`src/rtl/lift_pass_sched.sv`:
```
// Sequences the column/row lifting engine over an N x N image, one job per
// (level, pass, line, step), forward or inverse, with a WAIT-state watchdog.
module lift_pass_sched #(
  parameter int LOG_N   = 8,
  parameter int TIMEOUT = 4095
) (
  input  logic             clk,
  input  logic             rst_fsm,
  input  logic             start,
  input  logic             inverse,
  input  logic [1:0]       levels,
  input  logic             abort,
  input  logic             eng_done,
  output logic             eng_start,
  output logic             eng_row,
  output logic [1:0]       eng_level,
  output logic [LOG_N-1:0] eng_line,
  output logic [LOG_N:0]   eng_len,
  output logic [3:0]       eng_flgs,
  output logic             busy,
  output logic             done,
  output logic             err
);

  localparam int WD_W = $clog2(TIMEOUT + 1);
  localparam logic [LOG_N:0] N_FULL = {1'b1, {LOG_N{1'b0}}};

  typedef enum logic [2:0] {S_IDLE, S_ISSUE, S_WAIT, S_NEXT, S_DONE} state_t;

  state_t           state_reg, state_next;
  logic             inv_reg, inv_next;
  logic [1:0]       levels_reg, levels_next;
  logic [1:0]       level_reg, level_next;
  logic [LOG_N-1:0] line_reg, line_next;
  logic             pass_reg, pass_next;
  logic             step_reg, step_next;
  logic [WD_W-1:0]  wdog_reg, wdog_next;
  logic             err_reg, err_next;

  logic [LOG_N:0]   n_cur;
  logic             line_last, level_last, job_last, active;

  // pass_reg/step_reg count in execution order; inv_reg maps them onto
  // the physical pass (row/column) and step (odd/even).
  always_comb begin
    n_cur      = N_FULL >> level_reg;
    line_last  = (line_reg == LOG_N'(n_cur - 1'b1));
    level_last = inv_reg ? (level_reg == 2'd0) : (level_reg == levels_reg - 2'd1);
    job_last   = step_reg & pass_reg & line_last & level_last;
  end

  always_comb begin
    state_next  = state_reg;
    inv_next    = inv_reg;
    levels_next = levels_reg;
    level_next  = level_reg;
    line_next   = line_reg;
    pass_next   = pass_reg;
    step_next   = step_reg;
    wdog_next   = wdog_reg;
    err_next    = err_reg;

    case (state_reg)
      S_IDLE: begin
        if (start) begin
          inv_next    = inverse;
          levels_next = levels;
          err_next    = 1'b0;
          line_next   = '0;
          pass_next   = 1'b0;
          step_next   = 1'b0;
          if (levels == 2'd0) begin
            level_next = 2'd0;
            state_next = S_DONE;
          end else begin
            level_next = inverse ? (levels - 2'd1) : 2'd0;
            state_next = S_ISSUE;
          end
        end
      end
      S_ISSUE: begin
        wdog_next  = '0;
        state_next = S_WAIT;
      end
      S_WAIT: begin
        if (eng_done) begin
          state_next = S_NEXT;
        end else if (wdog_reg == WD_W'(TIMEOUT - 1)) begin
          err_next   = 1'b1;
          state_next = S_IDLE;
          level_next = 2'd0;
          line_next  = '0;
          pass_next  = 1'b0;
          step_next  = 1'b0;
          wdog_next  = '0;
        end else begin
          wdog_next = wdog_reg + 1'b1;
        end
      end
      S_NEXT: begin
        state_next = job_last ? S_DONE : S_ISSUE;
        if (!step_reg) begin
          step_next = 1'b1;
        end else begin
          step_next = 1'b0;
          if (!line_last) begin
            line_next = line_reg + 1'b1;
          end else begin
            line_next = '0;
            pass_next = ~pass_reg;
            if (pass_reg)
              level_next = inv_reg ? (level_reg - 2'd1) : (level_reg + 2'd1);
          end
        end
      end
      S_DONE: begin
        state_next = S_IDLE;
        level_next = 2'd0;
        line_next  = '0;
        pass_next  = 1'b0;
        step_next  = 1'b0;
      end
      default: state_next = S_IDLE;
    endcase

    // abort overrides everything, including a start accepted this cycle
    if (abort) begin
      state_next  = S_IDLE;
      inv_next    = inv_reg;
      levels_next = levels_reg;
      err_next    = err_reg;
      level_next  = 2'd0;
      line_next   = '0;
      pass_next   = 1'b0;
      step_next   = 1'b0;
      wdog_next   = '0;
    end
  end

  always_ff @(posedge clk) begin
    if (rst_fsm) begin
      state_reg  <= S_IDLE;
      inv_reg    <= 1'b0;
      levels_reg <= 2'd0;
      level_reg  <= 2'd0;
      line_reg   <= '0;
      pass_reg   <= 1'b0;
      step_reg   <= 1'b0;
      wdog_reg   <= '0;
      err_reg    <= 1'b0;
    end else begin
      state_reg  <= state_next;
      inv_reg    <= inv_next;
      levels_reg <= levels_next;
      level_reg  <= level_next;
      line_reg   <= line_next;
      pass_reg   <= pass_next;
      step_reg   <= step_next;
      wdog_reg   <= wdog_next;
      err_reg    <= err_next;
    end
  end

  // Job fields are only meaningful while a job is in flight; zero otherwise.
  always_comb begin
    active    = (state_reg == S_ISSUE) || (state_reg == S_WAIT) || (state_reg == S_NEXT);
    eng_start = (state_reg == S_ISSUE);
    eng_row   = active & (pass_reg ^ inv_reg);
    eng_level = active ? level_reg : 2'd0;
    eng_line  = active ? line_reg : '0;
    eng_len   = active ? n_cur : '0;
    eng_flgs  = active ? {1'b0, 1'b1, step_reg ^ inv_reg, ~inv_reg} : 4'd0;
    busy      = (state_reg != S_IDLE);
    done      = (state_reg == S_DONE);
    err       = err_reg;
  end

endmodule
```
`config.mk`:
```
export PLATFORM = sky130hd
export DESIGN_NAME = lift_pass_sched
export DESIGN_NICKNAME = d
export VERILOG_FILES = /design/src/rtl/lift_pass_sched.sv
export SDC_FILE = /design/constraint.sdc
export NUM_CORES = 1
export LEC_CHECK = 0
export CAP_MARGIN = 20
export CORE_UTILIZATION = 30
export CTS_CLUSTER_DIAMETER = 40
export DETAILED_ROUTE_END_ITERATION = 7
export PLACE_DENSITY = 0.63
export SETUP_SLACK_MARGIN = 0.1
export SLEW_MARGIN = 30
export SYNTH_ARGS = -nofsm -noshare
export SYNTH_HDL_FRONTEND = slang
export SYNTH_SLANG_ARGS = --single-unit
```
`constraint.sdc`:
```
create_clock -name clk -period 2.1 [get_ports clk]
set_input_delay 0.315 -clock clk [delete_from_list [all_inputs] [get_ports clk]]
set_output_delay 0.315 -clock clk [all_outputs]
set_load 0.02 [all_outputs]
```
==> results.cfg <==
[status]
outcome = finished clean

[layout]
multi_input_area_mm2 = 0.001247
layout-drive-gt1-share_pct = 18.03
final_cell_area_mm2 = 0.002601
syn2layout_area_growth_pct = 31.33
diodes = 0
mostFrequentLayoutCell = nor2_1
layout_common_cells = nor2_1 (38), buf_4 (30), dfxtp_1 (27)
largest_reg_flops = 12
layout.nets = 316
regArea_um2 = 625.6
fill_cells = 654

[global_route]
antenna_found_initial = 0
grt_usage_pct = 14.97
grt_max_degree = 15
overflow = 0
first_global_vias = 1786
grt_pass1_wl_mm = 8.328

[logic_synthesis]
synthSimpleGateAreaFrac_pct = 31.08
syn_inst = 250
ys_seq_area_share_pct = 31.33
synth_top_family_by_area = simple AND/OR/NAND/NOR gates
synth-edff-count = 0
yosysUniqueCellTypes = 56
synthesis.area_mm2 = 0.001981
synth_adder_area_share_pct = 2.527
synthXorXnorAreaFrac_pct = 6.633
synth_area_leaders = dfxtp_1 (31%), nor2_1 (7.2%), and3_1 (4.1%), xnor2_1 (4.0%), nand2_1 (3.8%)
ys.flop_type = dfxtp_1
muxShareOfSynthArea_pct = 2.527
ys_seq_elements = 31
synth_compound_area_share_pct = 18.51
avgSynthCellArea_um2 = 7.923
yosysTopAreaCell = dfxtp_1
synth_top_area_share_pct = 31.33
async_flop_share_pct = 0
yosysWarnings = 0

[die]
rows = 29
coreArea_mm2 = 0.006350
die_h_um = 83.26
io_pins = 36
chipWidth_um = 83.26
dieArea_mm2 = 0.006931
start_util_pct = 31.19

[clock_tree]
cts_htree_levels = 2
clkSinkCount = 31
cts_root_buf = clkbuf_8
ctsHoldBuffers = 0
post_cts_buffers = 0
cts_tree = done
cts_resized = 21
cts-buffers-inserted = 5
cts_buffer_depth = 2
cts.clk_slew.worst_paths_ns = 0.07
clock_latency_ns = 0.29

[routing]
firstDrtPassIters = 4
vias = 1899
routedWlPerCell_um = 13.01
wirelength_mm = 4.970
drtAntennaViolNets = 0
drtIter0Drc = 76
drc_errors = 0
viasPerCell = 4.971

[pwr]
peakVddDrop_mv = 0.3546
power-per-cell-area_mw_per_mm2 = 492.3
p_comb_share_pct = 16.0
swShare_pct = 28.13
p_total_w = 0.001281
seqPwrFrac_pct = 47.1
p_switching_w = 0.0003603
clockPowerShare_pct = 37.0
internal_power_w = 0.0009203
p_leak_nw = 1.111

[sta]
slew_violations = 0
rsz0062_at_grt = false
setup-violations-final = 0
fmax_mhz = 518.1
finalClockSkew_ns = 0.009512
final_hold_viol_count = 0
post-route-period-util_pct = 91.91
period_needed_ns = 1.930

[worst_setup_path]
crit_type = register to output port
worstSetupStartpointType = register
worstPathRequired_ns = 1.78
end_kind = output port
arrival_ns = 1.62
cp_max_fo = 14

[place]
place_hpwl_mm = 3.812
dpl_cell_area_mm2 = 0.002526
numPortBuffers = 29
gp_congestion = 0.8093

[min_path]
min_path_type = register to register

[run]
maxCapViolations = 0
cells in the mapped netlist, drive strengths merged, types with 5 or more instances:
cell,number
nor2b,5
xor2,6
clkbuf,7
mux2i,5
and3,13
nor3,5
o21ai,11
buf,11
inv,10
a21oi,11
xnor2,9
dfxtp,31
nand2,20
nor2,38
nand3,7
worst max-delay path, cell delays in order, from the launching register on:
cell and delay, ns:
dfxtp_1 0.32, or2_2 0.32, buf_4 0.19, and3_1 0.19
dlygate4sd2_1 0.31
metal layers:
layer,part of all wire [%],up-vias,track usage (%),wire length [um]
met5,0,-,0,0
met4,2.5,0,6.897,123
met3,3.3,12,3.082,162
met2,44,38,24.29,2186
met1,50,864,19.00,2498
li1,-,985,-,-
metrics by stage:
| stage | setup TNS [ns] | cells | setup slack, ns | utilization, % | hold slack (ns) |
|---|---|---|---|---|---|
| after floorplan | 0 | 255 | 0.2546 | - | 0.3874 |
| after global placement | -0.05473 | 374 | -0.05473 | 39.78 | 0.4951 |
| after detailed placement | -0.1382 | 374 | -0.08065 | 39.78 | 0.4896 |
| after CTS | 0 | 382 | 0.1246 | 40.71 | 0.5001 |
| after global routing | 0 | 382 | 0.1058 | 40.97 | 0.5173 |
| final | 0 | 382 | 0.1700 | 40.97 | 0.4906 |
final timing paths:
path,end,depth (start not counted),slack [ns],startpoint
worst max-delay path,eng_line[2],4,0.17,state_reg[0]$_SDFFE_PP0P_
worst max register to register,level_reg[0]$_SDFFE_PP0P_,6,0.18,state_reg[0]$_SDFFE_PP0P_
worst min register to register,line_reg[1]$_SDFFE_PP0P_,2,0.49,line_reg[1]$_SDFFE_PP0P_
worst min-delay path,line_reg[1]$_SDFFE_PP0P_,2,0.49,line_reg[1]$_SDFFE_PP0P_
logic make-up (layout without fill, tap and decap cells):
kind of cell / count (synthesis) / in the layout
adder cells (fa/ha/maj): 4 / 4
flip-flops: 31 / 31
AO/OA/AOI/OAI: 48 / 48
buffers and inverters: 28 / 78
multiplexers: 5 / 5
XOR/XNOR: 15 / 15
other: 1 / 6
AND/OR/NAND/NOR: 118 / 118
area by class of cell:
cell class / count / share of cell area, %
multi-input cells: 196 / 47.96
flip-flops and latches: 31 / 24.05
repair buffers: 60 / 19.58
well taps: 77 / 3.704
clock buffers: 6 / 2.790
inverters: 10 / 1.443
clock inverters: 2 / 0.4810
power groups by stage:
stage	registers, W	clock network [W]	logic (W)
6_report	0.000603	0.000473	0.000205
5_1_grt	0.000603	0.000513	0.000222
4_1_cts	0.000602	0.000489	0.000204
3_5_place_dp	0.000616	0	0.000208
3_3_place_gp	0.000616	0	0.000206
2_1_floorplan	0.000616	0	0.000124
Power figures use the tool's default switching activity.
